**config.mk**
```make
export PLATFORM = sky130hd
export DESIGN_NAME = sync_fifo_param
export DESIGN_NICKNAME = d
export VERILOG_FILES = /design/src/rtl/sync_fifo_param.sv
export SDC_FILE = /design/constraint.sdc
export NUM_CORES = 1
export LEC_CHECK = 0
export CAP_MARGIN = 10
export CORE_UTILIZATION = 60
export CTS_CLUSTER_DIAMETER = 150
export DETAILED_ROUTE_END_ITERATION = 10
export PLACE_DENSITY = 0.87
export SYNTH_ARGS = -nofsm -noshare
export SYNTH_HDL_FRONTEND = slang
export SYNTH_SLANG_ARGS = --single-unit
```
**constraint.sdc**
```tcl
create_clock -name clk -period 6.3 [get_ports clk]
set_input_delay 1.575 -clock clk [delete_from_list [all_inputs] [get_ports clk]]
set_output_delay 1.575 -clock clk [all_outputs]
set_load 0.02 [all_outputs]
```
**src/rtl/sync_fifo_param.sv**
```systemverilog
// sync_fifo_param: single-clock FIFO, depth 2**W, registered occupancy and status flags.
// Define FIFO_ERR_FLAGS_EN to build sticky overflow/underflow flags cleared by err_clr.
module sync_fifo_param #(
  parameter int B      = 8,
  parameter int W      = 4,
  parameter int AF_LVL = 2**W-2,
  parameter int AE_LVL = 2
) (
  input  logic         clk,
  input  logic         reset_n,
  input  logic         rd,
  input  logic         wr,
  input  logic [B-1:0] w_data,
  input  logic         err_clr,
  output logic [B-1:0] r_data,
  output logic         valid,
  output logic         empty,
  output logic         full,
  output logic         almost_empty,
  output logic         almost_full,
  output logic [W:0]   count,
  output logic         overflow,
  output logic         underflow
);

  localparam logic [W:0]   DEPTH_C   = (W+1)'(2**W);
  localparam logic [W:0]   AF_C      = (W+1)'(AF_LVL);
  localparam logic [W:0]   AE_C      = (W+1)'(AE_LVL);
  localparam logic [W:0]   ZERO_C    = {(W+1){1'b0}};
  localparam logic [W:0]   CNT_ONE_C = (W+1)'(1'b1);
  localparam logic [W-1:0] PTR_ONE_C = W'(1'b1);

  logic [B-1:0] mem_r [0:(2**W)-1];
  logic [W-1:0] rd_ptr_r;
  logic [W-1:0] wr_ptr_r;
  logic [W:0]   count_r;
  logic [W:0]   count_nxt_s;
  logic         empty_r;
  logic         full_r;
  logic         almost_empty_r;
  logic         almost_full_r;
  logic         rd_acc_s;
  logic         wr_acc_s;

  // A write is still taken when full as long as a read frees the head slot this cycle
  assign rd_acc_s = rd & ~empty_r;
  assign wr_acc_s = wr & (~full_r | rd);

  assign r_data       = mem_r[rd_ptr_r];
  assign valid        = rd_acc_s;
  assign empty        = empty_r;
  assign full         = full_r;
  assign almost_empty = almost_empty_r;
  assign almost_full  = almost_full_r;
  assign count        = count_r;

  // Next occupancy from the accepted read/write pair
  always_comb begin
    count_nxt_s = count_r;
    case ({wr_acc_s, rd_acc_s})
      2'b10:   count_nxt_s = count_r + CNT_ONE_C;
      2'b01:   count_nxt_s = count_r - CNT_ONE_C;
      default: count_nxt_s = count_r;
    endcase
  end

  // Storage array, deliberately left out of reset
  always_ff @(posedge clk) begin
    if (wr_acc_s) begin
      mem_r[wr_ptr_r] <= w_data;
    end
  end

  // Pointers, occupancy and flags all derive from the next-state count
  always_ff @(posedge clk or negedge reset_n) begin
    if (!reset_n) begin
      rd_ptr_r       <= {W{1'b0}};
      wr_ptr_r       <= {W{1'b0}};
      count_r        <= ZERO_C;
      empty_r        <= 1'b1;
      full_r         <= 1'b0;
      almost_empty_r <= 1'b1;
      almost_full_r  <= 1'b0;
    end else begin
      if (rd_acc_s) begin
        rd_ptr_r <= rd_ptr_r + PTR_ONE_C;
      end
      if (wr_acc_s) begin
        wr_ptr_r <= wr_ptr_r + PTR_ONE_C;
      end
      count_r        <= count_nxt_s;
      empty_r        <= (count_nxt_s == ZERO_C);
      full_r         <= (count_nxt_s == DEPTH_C);
      almost_empty_r <= (count_nxt_s <= AE_C);
      almost_full_r  <= (count_nxt_s >= AF_C);
    end
  end

`ifdef FIFO_ERR_FLAGS_EN
  logic overflow_r;
  logic underflow_r;

  // Sticky error flags; a new error in the clearing cycle keeps the flag set
  always_ff @(posedge clk or negedge reset_n) begin
    if (!reset_n) begin
      overflow_r  <= 1'b0;
      underflow_r <= 1'b0;
    end else begin
      overflow_r  <= (wr & ~wr_acc_s) | (overflow_r & ~err_clr);
      underflow_r <= (rd & ~rd_acc_s) | (underflow_r & ~err_clr);
    end
  end

  assign overflow  = overflow_r;
  assign underflow = underflow_r;
`else
  logic unused_err_clr_s;

  assign unused_err_clr_s = err_clr;
  assign overflow         = 1'b0;
  assign underflow        = 1'b0;
`endif

endmodule

```
==> flow_summary.yaml, run 1 <==
floorplan:
  die_h_um: 100.9
  start_util_pct: 62.66
  rows: 35
  die_area_um2: 10190
  die_w_um: 100.9
  core_area_um2: 9371
  ios: 33
cts:
  clk_latency_ns: 0.52
  cts_buffer_depth: 2
  cts_root_buf: "clkbuf_8"
  clk_pin_slew_ns: 0.06
  cts_tree: "done"
  post-cts-setup-buffers: 0
  ctsResizeCount: 0
  h-tree-depth: 4
  numCtsBuffers: 17
  cts_sinks: 145
  hold_buffers: 0
power_and_ir_drop:
  peakVddDrop_uv: 325.8
  p_leak_nw: 2.352
  p_per_area_nw_per_um2: 498.1
place:
  portBuffers: 29
  routabilityCongestion: 0.7340
  place_inst: 427
  place.detailed.hpwl_um: 6587
yosys:
  synth-seq-cells: 145
  ys.flop_type: "edfxtp_1"
  syn_inst: 280
  synth_area_um2: 5872
  ys_async_sr_fraction_pct: 11.72
  synth_cell_types: 39
  synthAdderAreaFrac_pct: 1.705
  yosysSeqAreaShare_pct: 72.75
  synth_compound_area_share_pct: 1.300
  synth-edff-count: 128
  synth_xor_area_share_pct: 1.641
  synth-simple-area-share_pct: 3.495
  yosysWarnings: 0
  synth.area.mux_share_pct: 17.05
  synth_top_family_by_area: "multiplexers"
  avgSynthCellArea_um2: 20.97
detailed_routing:
  remaining_drc_errors: 0
  wirelength_um: 11710
  drt-initial-drc-count: 205
  via_per_inst: 6.370
  detail_route.wl_per_cell_um: 25.52
  first_pass_iters: 5
  num_vias: 2924
  ant_nets: 0
cells_and_area:
  fin_cells: 459
  drive_above_1_share_pct: 20.00
  nFillCells: 553
  final_common_cell: "edfxtp_1"
  layout_common_cells: "edfxtp_1 (128), clkdlybuf4s50_1 (29), mux4_2 (22)"
  area_growth_syn_to_layout_pct: 17.81
  diodes: 0
  fin_nets: 338
sta:
  timing.hold.ws_ns: 0.5622
  setup_viol: 0
  fin_skew_ns: 0.01088
  fmax_mhz: 203.0
  slew_violations: 0
  slew_headroom_pct: 19.40
  worst_pin_slew_ns: 1.205
  fin_tns_setup_ns: 0
  finalHoldViolations: 0
  period_share_pct: 78.19
  fin_crit_ns: 4.926
  rsz0062_at_grt: "no"
global_route:
  grt_usage_pct: 25.37
  grt_pass1_wl_um: 17060
  grt_pass1_vias: 2948
  grt_max_degree: 36
  overflow: 0
  antenna_found_initial: 0
run:
  drv_cap: 0
setup_path:
  worstPathArrival_ns: 3.35
  critical_path_required_ns: 4.72
  r2r-start: "full"
  path_class: "flip-flop to primary output"
  start_kind: "flip-flop"
  critPathMaxFanout: 35
  critPathCaptureType: "primary output"
  cp-startpoint: "rd_ptr_r[0]"
outcome:
  outcome: "complete, no violations"
min_path:
  min_from: "count[4]"
  worst_hold_path_type: "flip-flop to flip-flop"
[flip-flops by register name, summed over array words and instances, names as in the netlist]
signal / cells
wr_ptr_r: 4
mem_r: 128
full: 1
empty: 1
almost_empty: 1
count: 5
almost_full: 1
rd_ptr_r: 4
[per-stage QoR]
step | util, % | cell area, um^2 | power (mW) | setup slack [ns]
floorplan | - | 5876 | 2.016 | 2.374
global placement | 66.78 | 6259 | 2.299 | 1.496
detailed placement | 66.78 | 6259 | 2.344 | 1.494
CTS | 73.82 | 6918 | 3.460 | 1.314
global route | 73.82 | 6918 | 3.570 | 1.205
finish | 73.82 | 6918 | 3.446 | 1.374
[cell usage after synthesis (all sizes together), types with 2 or more instances]
master	count	area share (%)
a21oi	2	0.23
buf	8	1.3
clkbuf	7	0.45
dfrtp	15	6.4
dfstp	2	0.89
edfxtp	128	65
ha	8	1.7
inv	4	0.26
mux2	2	0.38
mux4	40	16
nand2	8	0.51
nand2b	3	0.32
nand3	2	0.17
nand4	2	0.21
nor2	14	0.89
nor2b	3	0.32
nor3	6	0.51
o21ai	3	0.26
xnor2	7	1.0
xor2	4	0.60
[critical path, cell delays in order (launching register included)]
cell	delay (ns)
dfrtp_2	1.05
mux4_1	0.73
mux4_2	0.49
clkdlybuf4s50_1	0.55
[cell type report]
class,count,area (um^2),share of cell area [%]
clock buffers,17,414.1,5.987
clock inverters,15,245.2,3.545
flip-flops and latches,145,4273,61.77
repair buffers,32,312.8,4.522
well taps,129,161.4,2.333
inverters,4,15.01,0.2170
multi-input cells,117,1496,21.63
[path summary, 6_finish.rpt]
path	end	slack [ns]	cells after the start
worst min-delay path	count[4]	0.56	1
worst max register to register	almost_empty	3.26	10
max in group asynchronous	rd_ptr_r[0]	4.30	1
worst max-delay path	r_data[0]	1.37	3
min in group asynchronous	full	1.49	1
worst min register to register	count[4]	0.56	1
[per-layer routing]
layer	GRT usage, %	vias to the layer above	routed length (um)
met5	0	-	0
met4	13.04	0	289
met3	8.044	29	885
met2	39.30	172	5980
met1	32.73	1504	4559
li1	-	1219	-
[cells by family after synthesis]
logic type / count (synthesis)
other: 1
buffers and inverters: 19
multiplexers: 43
flip-flops: 145
AND/OR/NAND/NOR: 42
AO/OA/AOI/OAI: 11
adder cells (fa/ha/maj): 8
XOR/XNOR: 11
[power by group]
group	internal (mW)	switching [mW]
registers	1.19	0.200
logic	0.509	0.432
clock network	0.698	0.416
No activity file was read; power rests on OpenSTA's default activity.
==> run 2: changes to the inputs <==
- CORE_UTILIZATION: 60 -> 53
- PLACE_DENSITY: 0.87 -> 0.82
- clock period: 6.3 -> 3.95 ns (I/O delays scaled with it)
==> flow_summary.yaml, run 2 (synthesis results as in run 1) <==
global_route:
  grt_pass1_vias: 2815
  grt_usage_pct: 20.64
  antenna_found_initial: 0
  overflow: 0
  grt_max_degree: 36
  grt_pass1_wl_um: 16290
setup_path:
  ff2ff_path_depth: 10
  cp-endpoint: "r_data[2]"
  crit_cells: 4
  path_class: "flip-flop to primary output"
  critPathSlowestCell: "mux4_1"
  r2r_end: "full"
  worstPathArrival_ns: 2.89
  critPathMaxFanout: 35
  cp_cell_sequence: "buf_12 -> mux4_1 -> mux4_2 -> clkdlybuf4s50_1"
  r2r_slack_ns: 1.41
  r2r-start: "full"
  cp-startpoint: "rd_ptr_r[0]"
  cp_top_family: "multiplexers"
  critPathMaxStageDelay_ns: 0.67
  worst-path-buf-inv: 2
  start_kind: "flip-flop"
  critPathCaptureType: "primary output"
  critical_path_required_ns: 2.96
detailed_routing:
  remaining_drc_errors: 0
  detail_route.wl_per_cell_um: 22.45
  first_pass_iters: 4
  drt-initial-drc-count: 227
  via_per_inst: 5.878
  wirelength_um: 10640
  num_vias: 2786
  ant_nets: 0
min_path:
  hold_path_depth: 1
  worst_hold_path_type: "flip-flop to flip-flop"
sta:
  fmax_mhz: 258.1
  rsz0062_at_grt: "no"
  worst_pin_slew_ns: 0.8842
  fin_crit_ns: 3.875
  fin_ws_ns: 0.07521
  period_share_pct: 98.10
  fin_tns_setup_ns: 0
  finalHoldViolations: 0
  fin_skew_ns: 0.008474
  slew_violations: 0
  slew_headroom_pct: 40.84
  setup_viol: 0
floorplan:
  rows: 38
  ios: 33
  core_area_um2: 10790
  die_area_um2: 11500
  die_w_um: 107.3
  start_util_pct: 54.41
  die_h_um: 107.3
cts:
  cts_root_buf: "clkbuf_8"
  ctsResizeCount: 0
  cts_buffer_depth: 2
  post-cts-setup-buffers: 0
  cts_tree: "done"
  h-tree-depth: 4
  hold_buffers: 0
  numCtsBuffers: 17
  clk_latency_ns: 0.52
  cts_sinks: 145
  clk_pin_slew_ns: 0.06
power_and_ir_drop:
  p_per_area_nw_per_um2: 763.3
  peakVddDrop_uv: 453.1
  p_leak_nw: 2.329
cells_and_area:
  diodes: 0
  area_growth_syn_to_layout_pct: 16.94
  final_common_cell: "edfxtp_1"
  fin_cells: 474
  nFillCells: 712
  largest_register_ffs: 128
  drive_above_1_share_pct: 19.46
  layout_common_cells: "edfxtp_1 (128), clkdlybuf4s50_1 (29), mux4_2 (22)"
  regMostFlops: "mem_r"
  fin_nets: 343
place:
  routabilityCongestion: 0.7792
  portBuffers: 29
  place_ws_ns: 0.2543
  place_inst: 443
  place.detailed.hpwl_um: 6403
run:
  drv_cap: 0
outcome:
  outcome: "complete, no violations"
## run 2: worst min path at each step
stage	slack [ns]	to	from
5_1_grt	0.59	count[4]	count[4]
4_1_cts	0.55	count[4]	count[4]
3_5_place_dp	0.54	count[4]	count[4]
2_1_floorplan	0.57	wr_ptr_r[3]	wr_ptr_r[1]
6_report	0.55	count[4]	count[4]
3_3_place_gp	0.52	count[4]	count[4]
## run 2: layout make-up
cell class	instances	area [um^2]	area share, %
sequential	145	4273	62.23
multi-input combinational	117	1486	21.65
clock buffer	18	417.9	6.086
timing repair buffer	37	362.8	5.284
tap	140	175.2	2.551
clock inverter	13	136.4	1.986
inverter	4	15.01	0.2187
## run 2: worst register-to-register path: stages (launching register included)
cell,delay (ns)
dfrtp_1,0.38
a21boi_1,0.17
inv_1,0.09
ha_1,0.30
xor2_1,0.20
ha_1,0.23
a21oi_2,0.13
mux2i_1,0.24
xnor2_1,0.15
or3_1,0.43
nor3b_2,0.16
## run 2: per-stage QoR
step | hold slack, ns | utilization [%] | instance area [um^2] | total power, mW
floorplan | 0.5730 | - | 5876 | 3.216
global placement | 0.5178 | 58.49 | 6312 | 3.706
detailed placement | 0.5393 | 58.49 | 6312 | 3.759
CTS | 0.5491 | 63.62 | 6867 | 5.272
global route | 0.5873 | 63.62 | 6867 | 5.457
finish | 0.5481 | 63.62 | 6867 | 5.241
## run 2: where the power goes
part           internal [mW]  switching (mW)
clock network          0.895           0.608
registers               1.90           0.171
logic                  0.841           0.826
## run 2: per-layer routing
layer / GRT usage [%] / routed length [um]
met5: 0 / 0
met4: 8.023 / 177
met3: 5.508 / 700
met2: 32.26 / 5295
met1: 28.07 / 4467
